<file path="config.mk">
export PLATFORM = sky130hd
export DESIGN_NAME = lcd_wr_arbiter_flat
export DESIGN_NICKNAME = d
export VERILOG_FILES = /design/src/rtl/lcd_wr_arbiter_pkg.sv /design/src/rtl/lcd_wr_arbiter_if.sv /design/src/rtl/lcd_wr_arbiter_rr_pick.sv /design/src/rtl/lcd_wr_arbiter.sv /design/src/flat_wrapper.sv
export SDC_FILE = /design/constraint.sdc
export NUM_CORES = 1
export LEC_CHECK = 0
export ABC_AREA = 0
export CAP_MARGIN = 30
export CORE_ASPECT_RATIO = 1.1
export CORE_UTILIZATION = 35
export CTS_CLUSTER_DIAMETER = 40
export DETAILED_ROUTE_END_ITERATION = 8
export PLACE_DENSITY_LB_ADDON = 0.15
export SKIP_LAST_GASP = 1
export SLEW_MARGIN = 10
export SYNTH_ARGS = -nofsm -noshare
export SYNTH_HDL_FRONTEND = slang
export SYNTH_SLANG_ARGS = --single-unit
</file>
<file path="constraint.sdc">
create_clock -name clk -period 2.3 [get_ports clk]
set_input_delay 0.69 -clock clk [delete_from_list [all_inputs] [get_ports clk]]
set_output_delay 0.69 -clock clk [all_outputs]
set_load 0.05 [all_outputs]
</file>
<file path="src/rtl/lcd_wr_arbiter_pkg.sv">
// Shared LCD definitions: FIFO word layout and write-arbiter state encoding.
// Used by the LCD init, printer and write-arbiter blocks.
package lcd_pkg;

    localparam int LCD_WORD_W = 17;
    localparam int LCD_DC_BIT = 16;

    typedef enum logic [0:0] {
        ARB_IDLE  = 1'b0,
        ARB_BURST = 1'b1
    } arb_state_t;

endpackage

</file>
<file path="src/rtl/lcd_wr_arbiter_if.sv">
// Requester-side handshake and LCD write-FIFO port bundle for lcd_wr_arbiter.
// master = packet sources plus FIFO model; slave = the arbiter.
interface lcd_wr_arbiter_if #(
    parameter int NREQ = 3,
    parameter int DW   = 17
);
    logic [NREQ-1:0]    req_valid;
    logic [NREQ-1:0]    req_last;
    logic [NREQ*DW-1:0] req_data;
    logic [NREQ-1:0]    req_ready;
    logic               wfull;
    logic               winc;
    logic [DW-1:0]      wdata;

    modport master (
        output req_valid, req_last, req_data, wfull,
        input  req_ready, winc, wdata
    );

    modport slave (
        input  req_valid, req_last, req_data, wfull,
        output req_ready, winc, wdata
    );
endinterface

</file>
<file path="src/rtl/lcd_wr_arbiter_rr_pick.sv">
// Combinational round-robin picker: first eligible index after last_idx,
// scanning cyclically, returned as index and one-hot.
module lcd_rr_pick #(
    parameter int NREQ = 3
) (
    input  logic [NREQ-1:0]         eligible,
    input  logic [$clog2(NREQ)-1:0] last_idx,
    output logic [NREQ-1:0]         pick_oh,
    output logic [$clog2(NREQ)-1:0] pick_idx,
    output logic                    pick_any
);
    localparam int IW = $clog2(NREQ);

    int cand;

    always_comb begin
        pick_any = 1'b0;
        pick_idx = '0;
        cand     = 0;
        // k runs 1..NREQ so the previous owner is considered last
        for (int k = 1; k <= NREQ; k++) begin
            cand = (int'(last_idx) + k) % NREQ;
            if (!pick_any && eligible[cand]) begin
                pick_any = 1'b1;
                pick_idx = IW'(cand);
            end
        end
    end

    assign pick_oh = pick_any ? (NREQ'(1) << pick_idx) : '0;

endmodule

</file>
<file path="src/rtl/lcd_wr_arbiter.sv">
// Packet-locked round-robin arbiter for the shared LCD write FIFO port.
// Optional idle-owner watchdog enabled by defining LCD_ARB_WDOG_EN.
//
// state     | meaning
// ARB_IDLE  | no owner; one-cycle arbitration among eligible requesters
// ARB_BURST | grant owner streams words into the FIFO until req_last
module lcd_wr_arbiter
    import lcd_pkg::*;
#(
    parameter int NREQ        = 3,
    parameter int DW          = LCD_WORD_W,
    parameter int WDOG_CYCLES = 1024
) (
    input  logic              clk,
    input  logic              rst_n,
    lcd_wr_arbiter_if.slave   bus,
    input  logic              init_lock,
    output logic [NREQ-1:0]   grant,
    output logic              wdog_err
);
    localparam int IW = $clog2(NREQ);

    arb_state_t      state, state_nx;
    logic [NREQ-1:0] grant_nx;
    logic [IW-1:0]   own_idx, own_idx_nx;
    logic [IW-1:0]   last_idx, last_idx_nx;

    logic [NREQ-1:0] elig, pick_oh;
    logic [IW-1:0]   pick_idx;
    logic            pick_any;

    logic            own_valid, own_last;
    logic [DW-1:0]   own_data;
    logic            xfer;
    logic            wdog_hit;

    assign elig = bus.req_valid & (init_lock ? NREQ'(1) : {NREQ{1'b1}});

    lcd_rr_pick #(.NREQ(NREQ)) u_pick (
        .eligible (elig),
        .last_idx (last_idx),
        .pick_oh  (pick_oh),
        .pick_idx (pick_idx),
        .pick_any (pick_any)
    );

    assign own_valid = bus.req_valid[own_idx];
    assign own_last  = bus.req_last[own_idx];
    assign own_data  = bus.req_data[own_idx*DW +: DW];

    always_comb begin
        state_nx      = state;
        grant_nx      = grant;
        own_idx_nx    = own_idx;
        last_idx_nx   = last_idx;
        bus.req_ready = '0;
        xfer          = 1'b0;
        case (state)
            ARB_IDLE: begin
                if (pick_any) begin
                    state_nx   = ARB_BURST;
                    grant_nx   = pick_oh;
                    own_idx_nx = pick_idx;
                end
            end
            ARB_BURST: begin
                if (!bus.wfull) bus.req_ready = grant;
                xfer = own_valid & ~bus.wfull;
                if ((xfer && own_last) || wdog_hit) begin
                    state_nx    = ARB_IDLE;
                    grant_nx    = '0;
                    last_idx_nx = own_idx;
                end
            end
            default: state_nx = ARB_IDLE;
        endcase
    end

    assign bus.winc  = xfer;
    assign bus.wdata = xfer ? own_data : '0;

    always_ff @(posedge clk) begin
        if (!rst_n) begin
            state    <= ARB_IDLE;
            grant    <= '0;
            own_idx  <= '0;
            last_idx <= IW'(NREQ - 1);
        end else begin
            state    <= state_nx;
            grant    <= grant_nx;
            own_idx  <= own_idx_nx;
            last_idx <= last_idx_nx;
        end
    end

`ifdef LCD_ARB_WDOG_EN
    localparam int CW = $clog2(WDOG_CYCLES + 1);

    logic [CW-1:0] wdog_cnt;
    logic          wdog_idle;

    // Only an owner that stalls with FIFO space available is counted as hung
    assign wdog_idle = (state == ARB_BURST) && !own_valid && !bus.wfull;
    assign wdog_hit  = wdog_idle && (wdog_cnt == '0);

    always_ff @(posedge clk) begin
        if (!rst_n) begin
            wdog_cnt <= CW'(WDOG_CYCLES - 1);
            wdog_err <= 1'b0;
        end else begin
            wdog_err <= wdog_hit;
            if (state != ARB_BURST || xfer || wdog_hit)
                wdog_cnt <= CW'(WDOG_CYCLES - 1);
            else if (wdog_idle)
                wdog_cnt <= wdog_cnt - 1'b1;
        end
    end
`else
    assign wdog_hit = 1'b0;
    assign wdog_err = 1'b0;
`endif

endmodule
</file>
<file path="src/flat_wrapper.sv">
// flat-port wrapper written by rule: the top's interface ports become plain ports
module lcd_wr_arbiter_flat import lcd_pkg::*;
#(
    parameter int NREQ        = 3,
    parameter int DW          = LCD_WORD_W,
    parameter int WDOG_CYCLES = 1024
)
  (clk, rst_n, init_lock, grant, wdog_err, bus_req_valid, bus_req_last, bus_req_data, bus_wfull, bus_req_ready, bus_winc, bus_wdata);
  lcd_wr_arbiter_if #(.NREQ(NREQ), .DW(DW)) bus_i ();
  input  logic clk;
  input  logic rst_n;
  input  logic init_lock;
  output logic [NREQ-1:0] grant;
  output logic wdog_err;
  input wire logic [$bits(bus_i.req_valid)-1:0] bus_req_valid;
  input wire logic [$bits(bus_i.req_last)-1:0] bus_req_last;
  input wire logic [$bits(bus_i.req_data)-1:0] bus_req_data;
  input wire logic [$bits(bus_i.wfull)-1:0] bus_wfull;
  output wire logic [$bits(bus_i.req_ready)-1:0] bus_req_ready;
  output wire logic [$bits(bus_i.winc)-1:0] bus_winc;
  output wire logic [$bits(bus_i.wdata)-1:0] bus_wdata;
  assign bus_i.req_valid = bus_req_valid;
  assign bus_i.req_last = bus_req_last;
  assign bus_i.req_data = bus_req_data;
  assign bus_i.wfull = bus_wfull;
  assign bus_req_ready = bus_i.req_ready;
  assign bus_winc = bus_i.winc;
  assign bus_wdata = bus_i.wdata;
  lcd_wr_arbiter #(.NREQ(NREQ), .DW(DW), .WDOG_CYCLES(WDOG_CYCLES)) u_core (.clk(clk), .rst_n(rst_n), .bus(bus_i), .init_lock(init_lock), .grant(grant), .wdog_err(wdog_err));
endmodule
</file>
---- Yosys cells after proc, flatten, opt, wreduce, memory -nomap -nowiden ----
Cells that the tools add are included.
operators by class
  muxes and demuxes ....................... 30
  equal/unequal tests ..................... 2
  divide/modulo/power cells ............... 3
  add/sub/neg operators ................... 3
  shifts and indexed selects .............. 2
  magnitude comparators ................... 4
  multipliers ............................. 1
  reductions and logical operators ........ 8
  bitwise gates (word level) .............. 4
operators by type and width
  operator                                                                  count
  32-bit by 4-bit < comparator with 1-bit output (second input constant)    3
  32-bit by 3-bit modulo with 32-bit output (second input constant)         3
  51-bit by 8-bit indexed part select with 17-bit output                    1
  17-bit two-way mux                                                        1
  3-bit two-way mux                                                         5
  1-bit two-way mux                                                         14
  1-bit binary-select mux with 2-bit select                                 5
  2-bit by 5-bit multiplier with 7-bit output (second input constant)       1
  2-bit by 2-bit adder with 3-bit output (second input constant)            2
  2-bit two-way mux                                                         3
  3-bit case mux with 2 select lines                                        1
  2-bit AND reduction                                                       3
  2-bit by 1-bit adder with 3-bit output (second input constant)            1
  3-bit bitwise AND                                                         1
  1-bit logical AND                                                         3
  2-bit by 3-bit < comparator with 1-bit output (second input constant)     1
  1-bit by 2-bit << shifter with 3-bit output (first input constant)        1
  1-bit zero test                                                           2
  2-bit by 1-bit inequality test with 1-bit output (second input constant)  1
  2-bit inequality test (second input constant)                             1
  1-bit NOT                                                                 2
  1-bit case mux with 2 select lines                                        1
  1-bit bitwise AND                                                         1
word-level totals
  bits of input ports ..................... 61
  logic and storage cells ................. 61
  register bits after elaboration ......... 8
  output and inout port bits .............. 25

---- Depth between registers and ports, before layout ----
  word-level depth ........................ 15
  mapped depth ............................ 7
  depth with buffers taken out ............ 7

---- Modules after synthesis ----
A second synthesis with hierarchy kept.
unflattened totals
  cells, all modules ...................... 166
  area, all modules ....................... 1,108.6 um2
modules (own cells, without submodules)
  module          cells each  area each (um2)  sequential area each (um2)  instances
  lcd_wr_arbiter  128         869.6            160.2                       1
  lcd_rr_pick     38          239.0            0.0                         1

---- Worst setup path before layout ----
OpenSTA, ideal clock, no wires.
  path kind ............................... input to output
  start point ............................. input port bus_req_valid[2]
  end point ............................... output port bus_wdata[10]
  data required time ...................... 1.610 ns
  buffers on the path ..................... 2
  path slack .............................. -0.419 ns
  arrival ................................. 2.029 ns
  stages .................................. 6
  path through ............................ mux2i_1 -> o2bb2ai_1 -> nand2_1 -> buf_2 -> buf_2 -> nor2_1
on the way
  cells in the longest elaborated chain, start to end .. 5
RTL lines
  element                                    RTL line              text
  start, declared                            flat_wrapper.sv:15    input wire logic [$bits(bus_i.req_valid)-1:0] bus_req_valid;
  1-bit binary-select mux with 2-bit select  lcd_wr_arbiter.sv:47  assign own_valid = bus.req_valid[own_idx];
  1-bit two-way mux (not written as such)    lcd_wr_arbiter.sv:47
  1-bit bitwise AND                          lcd_wr_arbiter.sv:68  xfer = own_valid & ~bus.wfull;
  1-bit two-way mux                          lcd_wr_arbiter.sv:58  case (state)
  17-bit two-way mux                         lcd_wr_arbiter.sv:80  assign bus.wdata = xfer ? own_data : '0;
  end, declared                              flat_wrapper.sv:21    output wire logic [$bits(bus_i.wdata)-1:0] bus_wdata;
Every way passes these cells. The select of a mux whose other input is x is not followed.

---- Final worst setup path ----
  start point ............................. input port bus_wfull
  end point ............................... output port bus_wdata[11]
on the way
  cells in the longest elaborated chain, start to end .. 4
RTL lines
  element             RTL line              text
  start, declared     flat_wrapper.sv:18    input wire logic [$bits(bus_i.wfull)-1:0] bus_wfull;
  1-bit NOT           lcd_wr_arbiter.sv:68
  1-bit bitwise AND   lcd_wr_arbiter.sv:68
  1-bit two-way mux   lcd_wr_arbiter.sv:58
  17-bit two-way mux  lcd_wr_arbiter.sv:80
Every way passes these cells.

==> impl_table.tex <==
\begin{tabular}{lr}
\hline
Metric & Value \\
\hline
\multicolumn{2}{l}{\textbf{Min path}} \\
Class of the tightest hold or removal check & reg -> reg \\
\multicolumn{2}{l}{\textbf{Floorplan}} \\
Die area & 3610 um\^{}2 \\
Placeable Area & 3130 um\^{}2 \\
Number of cell rows & 21 \\
DIE WIDTH & 57.4 um \\
Height of the chip & 63.0 um \\
Top-level I/O count & 86 \\
Starting utilization of the core area & 37.8\% \\
\multicolumn{2}{l}{\textbf{Yosys}} \\
Synthesized netlist net count & 215 \\
Gate count after technology mapping & 151 \\
Count of synthesis-stage warnings from yosys & 0 \\
Primary FF master, synth & sky130\_fd\_sc\_hd\_\_dfxtp\_1 \\
Async SR Flop Fraction & 0\% \\
Number of flops mapped to enable cells by yosys & 0 \\
Avg Inst Size Synth & 7.83 um\^{}2 \\
Sequential area share after synthesis & 13.5\% \\
Cell area after synthesis & 1180 um\^{}2 \\
Number of register bits inferred by synthesis & 8 \\
Number of distinct library cell variants in the gate-level netlist after synthesis & 42 \\
\multicolumn{2}{l}{\textbf{Detailed routing}} \\
Routed wire length per instance & 17.7 um \\
Detailed Route Iter0 Violations & 52 \\
DRC violations left & 9 \\
Total Routed Length & 4920 um \\
Number of vias in the routed layout & 1,508 \\
Detail-routed via count per cell & 5.42 \\
Detailed-router iteration count before antenna repair & 7 \\
Remaining antenna violation count & 0 \\
\multicolumn{2}{l}{\textbf{Layout}} \\
Finished layout cell area & 2650 um\^{}2 \\
Fraction of layout cells with a size suffix above 1 & 42.2\% \\
Post-synthesis to final-layout area growth & 124\% \\
Final non-filler cell total & 278 \\
Diode insertion count for antenna repair & 0 \\
Final Net Count & 310 \\
\multicolumn{2}{l}{\textbf{STA}} \\
Highest achievable clock rate & 0.439 GHz \\
Fin Setup TNS & 0 ns \\
Number of setup violations in the final report & 0 \\
Final Critical Period & 2.28 ns \\
Min Hold Slack & 0.518 ns \\
Final hold violations & 0 \\
Final worst path period share & 99.1\% \\
RSZ-0062 raised after global routing & yes \\
Worst-case clock skew & 0.00169 ns \\
Max-slew violation total from the final report & 0 \\
\multicolumn{2}{l}{\textbf{CTS}} \\
Largest buffer count on any clock path & 2 \\
\# clock sinks & 8 \\
Clock latency on the worst-skew pair & 0.26 ns \\
Count of H-tree levels built during CTS & 1 \\
CTS hold repair buffers & 0 \\
TritonCTS clock tree & done \\
CTS root buf & sky130\_fd\_sc\_hd\_\_clkbuf\_4 \\
Clock Pin Slew Worst Setup and Hold Paths & 0.05 ns \\
Total CTS buffers & 3 \\
\multicolumn{2}{l}{\textbf{Power and ir drop}} \\
Total power & 0.799 mW \\
Worst IR Drop VDD & 0.248 mV \\
Static leakage & 1.04 nW \\
Ratio of total power to cell area & 302 nW/um\^{}2 \\
\multicolumn{2}{l}{\textbf{Global routing}} \\
Initial antenna violation count & 0 \\
Vias in the first global route & 1,578 \\
First-pass GRT wire length & 7490 um \\
Total global-route track usage & 26.3\% \\
Remaining global-route overflow & 0 \\
Maximum number of pins on one net before global-route repair & 22 \\
\multicolumn{2}{l}{\textbf{Setup path}} \\
Kind of end point of the critical path & output pin \\
Startpoint type of the worst setup path & primary input \\
Peak fanout along the critical path & 7 \\
Data arrival time at the worst-slack endpoint & 1.59 ns \\
Startpoint-to-endpoint class of the critical path & in -> out \\
Critical Path RT & 1.61 ns \\
Flop-to-flop setup slack & 0.17 ns \\
\multicolumn{2}{l}{\textbf{Job}} \\
Max-capacitance violation count & 0 \\
\multicolumn{2}{l}{\textbf{Place}} \\
Cell count after placement & 273 \\
Final weighted congestion of routability-driven global placement & 0.778 \\
Post-DP HPWL & 3580 um \\
Port Buffer Count & 84 \\
Cell area after placement & 2430 um\^{}2 \\
\multicolumn{2}{l}{\textbf{Run status}} \\
Violated checks & design-rule violations \\
Result of the run & finished with violations \\
\hline
\end{tabular}
==> kinds of logic (layout without fill, tap and decap cells) <==
family,count (synthesis),in the layout,share of synthesized area [%]
DFF,8,8,13.5
AOI/OAI and AO/OA,34,34,19.7
buffers and inverters,13,106,5.19
other,1,1,0.317
and+or+nand+nor,71,71,39.9
muxes,21,21,18.2
adders and majority gates,3,3,3.17
==> state kept, by name, summed over array words and instances (netlist names) <==
signal and count:
u_core.grant 3, u_core.last_idx 2, u_core.own_idx 2, u_core.state 1
==> routing by layer <==
metal  wire length (um)  GRT usage [%]
met2               2810           52.3
met3                281           4.55
met5                  0              0
met1               1770           27.6
met4                 59           5.79
==> worst max-delay path, cell delays in order <==
cell and delay (ns):
sky130_fd_sc_hd__clkdlybuf4s15_2 0.20, sky130_fd_sc_hd__nor2b_4 0.15, sky130_fd_sc_hd__nand2_4 0.11, sky130_fd_sc_hd__buf_12 0.17, sky130_fd_sc_hd__nor2_4 0.13, sky130_fd_sc_hd__buf_12 0.14
==> cell usage after synthesis, types with 2 or more instances <==
master	instances	area [um^2]
sky130_fd_sc_hd__buf_1	2	7.51
sky130_fd_sc_hd__nor3b_2	2	25.0
sky130_fd_sc_hd__nor2b_1	5	31.3
sky130_fd_sc_hd__and2_1	3	18.8
sky130_fd_sc_hd__nand3b_4	2	40.0
sky130_fd_sc_hd__and4bb_1	4	50.1
sky130_fd_sc_hd__buf_2	4	20.0
sky130_fd_sc_hd__nand2_1	3	11.3
sky130_fd_sc_hd__nand3_1	3	15.0
sky130_fd_sc_hd__mux2i_1	20	200
sky130_fd_sc_hd__ha_1	3	37.5
sky130_fd_sc_hd__o22ai_1	3	18.8
sky130_fd_sc_hd__clkbuf_1	2	7.51
sky130_fd_sc_hd__a21oi_1	19	95.1
sky130_fd_sc_hd__nor2_1	35	131
sky130_fd_sc_hd__nand3b_1	2	15.0
sky130_fd_sc_hd__dfxtp_1	8	160
sky130_fd_sc_hd__a21boi_2	2	22.5
sky130_fd_sc_hd__o21ai_0	2	10.0
sky130_fd_sc_hd__buf_4	2	15.0
sky130_fd_sc_hd__nor3_4	2	32.5
sky130_fd_sc_hd__inv_1	3	11.3
==> power by group <==
group	switching (mW)	internal, mW	total (mW)
clock network	0.0499	0.0599	0.110
registers	0.0129	0.148	0.161
logic	0.265	0.263	0.528
==> placed cells by master, fill, tap and decap left out, types with 2 or more instances in the layout <==
master	n
sky130_fd_sc_hd__dlygate4sd2_1	34
sky130_fd_sc_hd__clkdlybuf4s50_1	24
sky130_fd_sc_hd__buf_12	23
sky130_fd_sc_hd__mux2i_1	18
sky130_fd_sc_hd__nor2_1	18
sky130_fd_sc_hd__a21oi_2	17
sky130_fd_sc_hd__nor2_4	17
sky130_fd_sc_hd__buf_4	10
sky130_fd_sc_hd__dfxtp_1	6
sky130_fd_sc_hd__and4bb_1	4
sky130_fd_sc_hd__buf_6	4
sky130_fd_sc_hd__and2_1	3
sky130_fd_sc_hd__nor2b_1	3
sky130_fd_sc_hd__nand3_1	3
sky130_fd_sc_hd__o22ai_1	3
sky130_fd_sc_hd__ha_1	3
sky130_fd_sc_hd__clkbuf_4	3
sky130_fd_sc_hd__inv_1	2
sky130_fd_sc_hd__nor2b_4	2
sky130_fd_sc_hd__nand3b_1	2
sky130_fd_sc_hd__nor3b_2	2
sky130_fd_sc_hd__nor3_4	2
sky130_fd_sc_hd__o21ai_0	2
sky130_fd_sc_hd__nand2_1	2
sky130_fd_sc_hd__a21boi_2	2
sky130_fd_sc_hd__nand3b_4	2
sky130_fd_sc_hd__a21oi_1	2
==> stage by stage <==
step,utilization [%],worst slack (ns)
CTS,83.2,-0.0145
global placement,77.9,-0.433
detailed placement,77.9,-0.457
floorplan,-,-0.0142
global route,84.6,-0.0255
finish,84.6,0.0198
==> repair_timing <==
item / 4_1_cts / 5_1_grt
gates resized for setup: 86 / 12
setup buffers: 1 / 0
pin swaps: 36 / 4
setup endpoints to repair: 23 / 23
gates cloned: 1 / 0
==> final timing paths <==
| path | startpoint | depth (start not counted) | end |
|---|---|---|---|
| max | bus_wfull | 6 | bus_wdata[11] |
| min | u_core.grant[1] | 2 | u_core.grant[1] |
| max reg2reg | u_core.last_idx[0] | 7 | u_core.grant[1] |
| min reg2reg | u_core.grant[1] | 2 | u_core.grant[1] |
==> area by class of cell <==
type                            count  area (um^2)
Sequential cell                     8          165
Clock buffer                        3         22.5
Fill cell                         165          482
Timing Repair Buffer              100         1190
Inverter                            3         15.0
Multi-Input combinational cell    130         1210
Tap cell                           34         42.5
Power figures use the tool's default switching activity.
